File: src/rtl/dda_sample_streamer.sv
// rtl/dda_sample_streamer.sv - decimated posit (x, y) snapshot serialiser onto a byte stream
module dda_sample_streamer #(
  parameter int N       = 16,
  parameter int DECIM_W = 8,
  parameter int DROP_W  = 8
) (
  input  logic               clk,
  input  logic               rst,
  input  logic               en,
  input  logic [DECIM_W-1:0] decim,
  input  logic [N-1:0]       x,
  input  logic [N-1:0]       y,
  output logic [7:0]         out_data,
  output logic               out_valid,
  input  logic               out_ready,
  output logic               out_first,
  output logic               busy,
  output logic [DROP_W-1:0]  drop_cnt
);

  localparam int B     = 2 * N / 8;
  localparam int IDX_W = $clog2(B);
  localparam logic [IDX_W-1:0] LAST_IDX = IDX_W'(B - 1);

  typedef enum logic {IDLE, SEND} state_t;

  state_t             state, state_nxt;
  logic [DECIM_W-1:0] div_cnt;
  logic [IDX_W-1:0]   byte_idx;
  logic [2*N-1:0]     shreg;
  logic               tick, accept, last_accept, capture, drop;

  always_comb begin
    tick        = en && (div_cnt >= decim);
    accept      = (state == SEND) && out_ready;
    last_accept = accept && (byte_idx == LAST_IDX);
    // A tick landing on the final accepted byte hands straight over to a new frame.
    capture     = tick && ((state == IDLE) || last_accept);
    drop        = tick && !capture;
    state_nxt   = state;
    case (state)
      IDLE:    if (capture) state_nxt = SEND;
      SEND:    if (last_accept && !capture) state_nxt = IDLE;
      default: state_nxt = IDLE;
    endcase
  end

  always_ff @(posedge clk) begin
    if (rst) state <= IDLE;
    else     state <= state_nxt;
  end

  always_ff @(posedge clk) begin
    if (rst) begin
      div_cnt  <= '0;
      byte_idx <= '0;
      shreg    <= '0;
      drop_cnt <= '0;
    end else begin
      if (!en || tick) div_cnt <= '0;
      else             div_cnt <= div_cnt + DECIM_W'(1);

      if (capture) begin
        shreg    <= {x, y};
        byte_idx <= '0;
      end else if (accept) begin
        shreg    <= {shreg[2*N-9:0], 8'h00};
        byte_idx <= last_accept ? '0 : byte_idx + IDX_W'(1);
      end

      if (drop && (drop_cnt != {DROP_W{1'b1}})) drop_cnt <= drop_cnt + DROP_W'(1);
    end
  end

  assign busy      = (state == SEND);
  assign out_valid = busy;
  assign out_first = busy && (byte_idx == '0);
  assign out_data  = busy ? shreg[2*N-1:2*N-8] : 8'h00;

endmodule

File: config.mk
export PLATFORM = sky130hd
export DESIGN_NAME = dda_sample_streamer
export DESIGN_NICKNAME = d
export VERILOG_FILES = /design/src/rtl/dda_sample_streamer.sv
export SDC_FILE = /design/constraint.sdc
export NUM_CORES = 1
export LEC_CHECK = 0
export ABC_AREA = 1
export BUFFER_PORTS_ARGS = -buffer_cell sky130_fd_sc_hd__buf_2
export CORE_MARGIN = 2
export CORE_UTILIZATION = 40
export DETAILED_ROUTE_END_ITERATION = 6
export PLACE_DENSITY = 0.72
export SETUP_SLACK_MARGIN = 0.02
export SLEW_MARGIN = 5
export SYNTH_ARGS = -nofsm -noshare
export SYNTH_HDL_FRONTEND = slang
export SYNTH_SLANG_ARGS = --single-unit
export TNS_END_PERCENT = 1
File: constraint.sdc
create_clock -name clk -period 2.8 [get_ports clk]
set_clock_uncertainty 0.05 [all_clocks]
set_input_delay 0.28 -clock clk [delete_from_list [all_inputs] [get_ports clk]]
set_output_delay 0.28 -clock clk [all_outputs]
set_load 0.02 [all_outputs]
==> metrics.txt, run 1 <==
dpl ws=536 ps; Starting Density=41.4%; Post-Syn Area=0.00302 mm^2; 1st-iter DRT viols=144; RR Startpoint=div_cnt[5]; yosys warns=0; Mapped Cells=412; Die H=90.9 um; HP Start=y[2]; unrepaired setup endpoints after global routing=no; post-synth cell types=31; Final ANT Viol Nets=0; EDFF count, synth=0; largest area contributor in the netlist=dfxtp_1; CTS tree=built; Die Wd=90.9 um; max_cap viols=0; period utilization=79.4%; total negative slack=0 ps; cts repair resizes=0; ys flop type=dfxtp_1; crit path capture type=flop; # fillers=769; Tmin final=2220 ps; die area=0.00826 mm^2; top-area cell type share of the netlist area=33.8%; Nets=516; vias per inst=4.72; Slew Limit Fails=0; critical path data arrival time=2330 ps; Pwr Density=391 mW/mm^2; CP Class=flop to flop; P_leak=1.62 nW; cts hold-fix bufs=0; drt wl/cell=11.7 um; # setup viols final=0; core area=0.00729 mm^2; Slew headroom=55.6%; row cnt=31; DRT Wirelength=6.54 mm; VDD IR-drop max=0.000251 V; hpwl dp=4.54 mm; outcome=finished clean; Worst-path clk slew=90 ps; GRT overflow=0; Sink Count=51; total CTS buffers=5; GPL Wtd Cong=0.790; layout cells sized above 1=27.5%; Crit Path Max Fanout=57; Setup Buffers After CTS=0; number of remaining DRC errors=0; final hold vios=0; Skew-Pair Late Insertion Delay=300 ps; H-tree depth=2; asr flop ratio synth=0%; Hold Path Class=input pin to flop; CP startpoint=div_cnt[5]; syn_area_per_cell=7.33 um^2; PortBufs=62; WP data required=2910 ps; Synthesized Nets=468; final core utilization=47.3%; IO Pins=63; gr usage total=16.6%; vias in the first global route=2542; n_diodes=0; fin worst setup slack=577 ps; P&R area growth vs syn=14.3%; dpl cells=552; top cells by area, synth=dfxtp_1 (34%), nand2_1 (16%), nand3_2 (7.6%); largest net degree at the start of global routing=58; startpoint types=flop; CTS root buffer=clkbuf_8; fin cells=560; fmax=450 MHz; first-pass GRT wire length=11.4 mm; Worst-Margin Slew=666 ps; Seq cells post-synth=51; via count=2643; share of the yosys chip area belonging to registers=33.8%; initial antenna violation count=0; Clock Tree Buf Depth=2; Detailed Routing Iterations Pass 1=4
placed cells by master (no fill, tap or decap), types with 14 or more instances in the layout:
cell	Yosys	layout
a21oi_1	25	25
a21oi_2	20	20
buf_2	10	62
dfxtp_1	51	51
inv_1	52	52
nand2_1	126	125
nand3_1	14	14
nand3_2	23	23
nand4_1	26	26
metal layers:
layer	vias up	part of all wire [%]	track usage (%)
li1	1418	-	-
met2	41	47	28.5
met5	-	0	0
met4	0	1.2	4.55
met1	1180	48	20.9
met3	4	4.1	3.92
final timing paths:
path / slack [ps] / end / depth (start not counted)
worst max-delay path: 580 / shreg[6] / 10
worst min-delay path: 180 / shreg[2] / 3
worst max register to register: 580 / shreg[6] / 10
worst min register to register: 430 / div_cnt[0] / 1
state kept, by name (all words and copies together) (netlist names):
| signal | count |
|---|---|
| shreg | 32 |
| busy | 1 |
| div_cnt | 8 |
| drop_cnt | 8 |
| byte_idx | 2 |
where the power goes:
part | switching (mW) | total [mW] | internal (mW)
Clock | 0.237 | 0.527 | 0.289
Combinational | 0.0537 | 0.0899 | 0.0362
Sequential | 0.00335 | 0.732 | 0.729
Total | 0.294 | 1.35 | 1.05
through the flow:
stage          power, mW  cell area (um^2)  hold WS (ps)
5_1_grt             1.41              3450           180
6_report            1.35              3450           180
3_5_place_dp       0.840              3330           410
3_3_place_gp       0.839              3330           395
2_1_floorplan      0.798              3020           377
4_1_cts             1.36              3450           176
kinds of logic (layout without fill, tap and decap cells):
| logic type | count (synthesis) | after routing | share of synthesized area, % |
|---|---|---|---|
| xor+xnor | 9 | 9 | 2.61 |
| simple gates | 213 | 213 | 35.7 |
| fa+ha+maj | 12 | 12 | 4.97 |
| flops | 51 | 51 | 33.8 |
| buf+inv | 79 | 128 | 12.3 |
| compound gates | 48 | 48 | 10.7 |
cells in the mapped netlist, types with 2 or more instances:
| master | n |
|---|---|
| nand2_1 | 126 |
| clkbuf_1 | 9 |
| nand4_1 | 26 |
| nand3_2 | 23 |
| a21oi_1 | 25 |
| xor2_1 | 5 |
| nand3_1 | 14 |
| nor3_1 | 3 |
| buf_2 | 10 |
| a21oi_2 | 20 |
| ha_1 | 12 |
| nor2_1 | 12 |
| buf_8 | 2 |
| dfxtp_1 | 51 |
| buf_12 | 2 |
| xnor2_1 | 4 |
| inv_1 | 52 |
| nor2_2 | 3 |
area by class of cell:
class,instances,area [um^2],area share (%)
sequential,51,1020,29.6
tap,99,124,3.59
multi-input combinational,282,1630,47.3
inverter,54,205,5.94
clock buffer,6,82.6,2.39
clock inverter,2,35.0,1.01
timing repair buffer,66,353,10.2
critical path, cell delays in order, from the launching register on:
cell and delay (ps):
dfxtp_1 410, ha_1 270, a21oi_1 130, nor2_1 60, nor2_2 130, nand3_4 300
nand3_2 190, buf_12 290, inv_4 100, nand2_1 80, a21oi_1 60
Note: power is estimated with default switching activity, not from simulation.
==> run 2, diff against run 1 <==
--- a/config.mk
+++ b/config.mk
@@ -10,7 +10,7 @@
 export CORE_MARGIN = 2
 export CORE_UTILIZATION = 40
 export DETAILED_ROUTE_END_ITERATION = 6
-export PLACE_DENSITY = 0.72
+export PLACE_DENSITY = 0.75
 export SETUP_SLACK_MARGIN = 0.02
 export SLEW_MARGIN = 5
 export SYNTH_ARGS = -nofsm -noshare
==> constraint.sdc (replaced) <==
create_clock -name clk -period 2 [get_ports clk]
set_clock_uncertainty 0.05 [all_clocks]
set_input_delay 0.2 -clock clk [delete_from_list [all_inputs] [get_ports clk]]
set_output_delay 0.2 -clock clk [all_outputs]
set_load 0.02 [all_outputs]
==> run 2 against run 1 <==
Net effect: final cell count up 1.8%; non-clock buffer count up 10; critical path depth down 2; count of clock-buffer cells in the layout unchanged; setup slack worse by 450 ps; sequential share of layout area down 0.85 points; hold slack worse by 95 ps; global-route usage down 0.36 points; register-to-register slack worse by 450 ps; via count up 4.5%; clock power up 42%.
==> metrics.txt, run 2 (synthesis gave the netlist of run 1 again) <==
most frequent CP cell=nand3_4; total CTS buffers=5 (unchanged); Worst-path clk slew=90 ps (about the same); first-pass GRT wire length=11.2 mm (-1.7%); crit-path max cell delay=330 ps (-80 ps); dpl ws=69.6 ps (-467 ps); n_diodes=0 (unchanged); # fillers=768 (-0.13%); vias in the first global route=2549 (+0.28%); startpoint types=flop; drt wl/cell=12.2 um (+4.7%); slowest cell on the critical path=dfxtp_1; WP data required=2180 ps (-730 ps); max FFs per register=32 (unchanged); total negative slack=0 ps (unchanged); PortBufs=62 (unchanged); crit path capture type=flop; fmax=533 MHz (+19%); Clock Tree Buf Depth=2 (unchanged); Worst-Margin Slew=409 ps (-257 ps); number of remaining DRC errors=0 (unchanged); GPL Wtd Cong=0.788 (-0.20%); Sink Count=51 (unchanged); largest net degree at the start of global routing=57 (-1.7%); outcome=finished clean; dpl cells=558 (+1.1%); GRT overflow=0 (unchanged); Die Wd=90.9 um (unchanged); hold depth=3 (unchanged); worst-case reg-to-reg path depth=8 (-2); unrepaired setup endpoints after global routing=yes; die area=0.00826 mm^2 (unchanged); Starting Density=41.4% (unchanged); layout cells sized above 1=29.5% (+2.0 points); critical path data arrival time=2060 ps (-270 ps); P&R area growth vs syn=18.0%; commonest non-fill, non-tap cells in the layout=nand2_1 (125), buf_2 (62), inv_1 (52); Final ANT Viol Nets=0 (unchanged); R2R setup slack=120 ps (-450 ps); commonest non-fill, non-tap cell in the layout=nand2_1; WHS=85.5 ps (-94.9 ps); Hold Path Class=input pin to flop; CP Class=flop to flop; max_cap viols=0 (unchanged); Tmin final=1880 ps (-347 ps); Slew Limit Fails=0 (unchanged); biggest regs=shreg: 32 flops, div_cnt: 8 flops, drop_cnt: 8 flops; H-tree depth=2 (unchanged); gr usage total=16.3% (-0.36 points); P_leak=1.68 nW (+3.7%); core area=0.00729 mm^2 (unchanged); IO Pins=63 (unchanged); Detailed Routing Iterations Pass 1=4 (unchanged); Reg2Reg Capture Point=shreg[27]; VDD IR-drop max=0.000259 V (+3.0%); vias per inst=4.84 (+2.6%); Skew-Pair Late Insertion Delay=310 ps (about the same); Crit Path Max Fanout=14 (-75%); HP Start=y[4]; row cnt=31 (unchanged); # setup viols final=0 (unchanged); Die H=90.9 um (unchanged); final core utilization=48.9% (+1.5 points); via count=2761 (+4.5%); fin cells=570 (+1.8%); Nets=526 (+1.9%); cts hold-fix bufs=0 (unchanged); worst min-delay path endpoint=shreg[4]; final hold vios=0 (unchanged); DRT Wirelength=6.97 mm (+6.5%); Pwr Density=535 mW/mm^2 (+37%); RR Startpoint=div_cnt[7]; CP Cell Sequence=ha_1, a21o_1, nor2_2, nand3_4, nand3_4, buf_6, nand3_2, a21oi_1; hpwl dp=4.65 mm (+2.4%); initial antenna violation count=0 (unchanged); CTS root buffer=clkbuf_8; fin worst setup slack=124 ps (-453 ps); period utilization=93.8% (+14 points); Slew headroom=72.7% (+17 points); Largest Register=shreg; CTS tree=built; 1st-iter DRT viols=117 (-19%)
run 2: per-stage QoR:
step | instance area [um^2] | power [mW]
final | 3560 | 1.90
after CTS | 3500 | 1.91
after detailed placement | 3380 | 1.18
after global placement | 3380 | 1.17
after floorplan | 3020 | 1.12
after global routing | 3560 | 1.98
run 2: how the worst max path moves through the flow:
stage               startpoint         to  slack, ps  cells after the start
floorplan           div_cnt[7]  shreg[10]        280                     10
global placement      decim[7]  shreg[17]        120                     11
detailed placement    decim[7]  shreg[20]         70                     11
CTS                 div_cnt[7]  shreg[20]         70                      9
global route        div_cnt[0]  shreg[27]          5                     14
finish              div_cnt[7]  shreg[27]        120                      8
run 2: metal layers:
metal	up-vias	routed length (um)	share of wire [%]	track usage, %
met5	-	0	0	0
met3	6	279	4.0	3.92
li1	1441	-	-	-
met4	0	76	1.1	5.56
met2	53	3460	50	27.9
met1	1261	3150	45	19.9
run 2: final cells by class:
type                            count  area (um^2)  share of cell area (%)
Clock buffer                        6         82.6                    2.32
Clock inverter                      2         35.0                   0.983
Inverter                           54          205                    5.76
Multi-Input combinational cell    282         1640                    46.1
Sequential cell                    51         1020                    28.7
Tap cell                           99          124                    3.48
Timing Repair Buffer               76          449                    12.6
run 2: worst max-delay path, delay by kind of cell (launching register included):
kind | cells | cell delay, ps
AOI/OAI and AO/OA | 2 | 370
DFF | 1 | 330
buffers and inverters | 1 | 220
adders and majority gates | 1 | 290
and+or+nand+nor | 4 | 520
run 2: timing repair:
action	CTS	global route
endpoints found under the setup margin	0	42
gates resized for setup	0	4
setup buffers	0	2
run 2: where the power goes:
| group | switching, mW | internal [mW] |
|---|---|---|
| sequential | 0.00428 | 1.02 |
| combinational | 0.0781 | 0.0558 |
| clock | 0.341 | 0.405 |
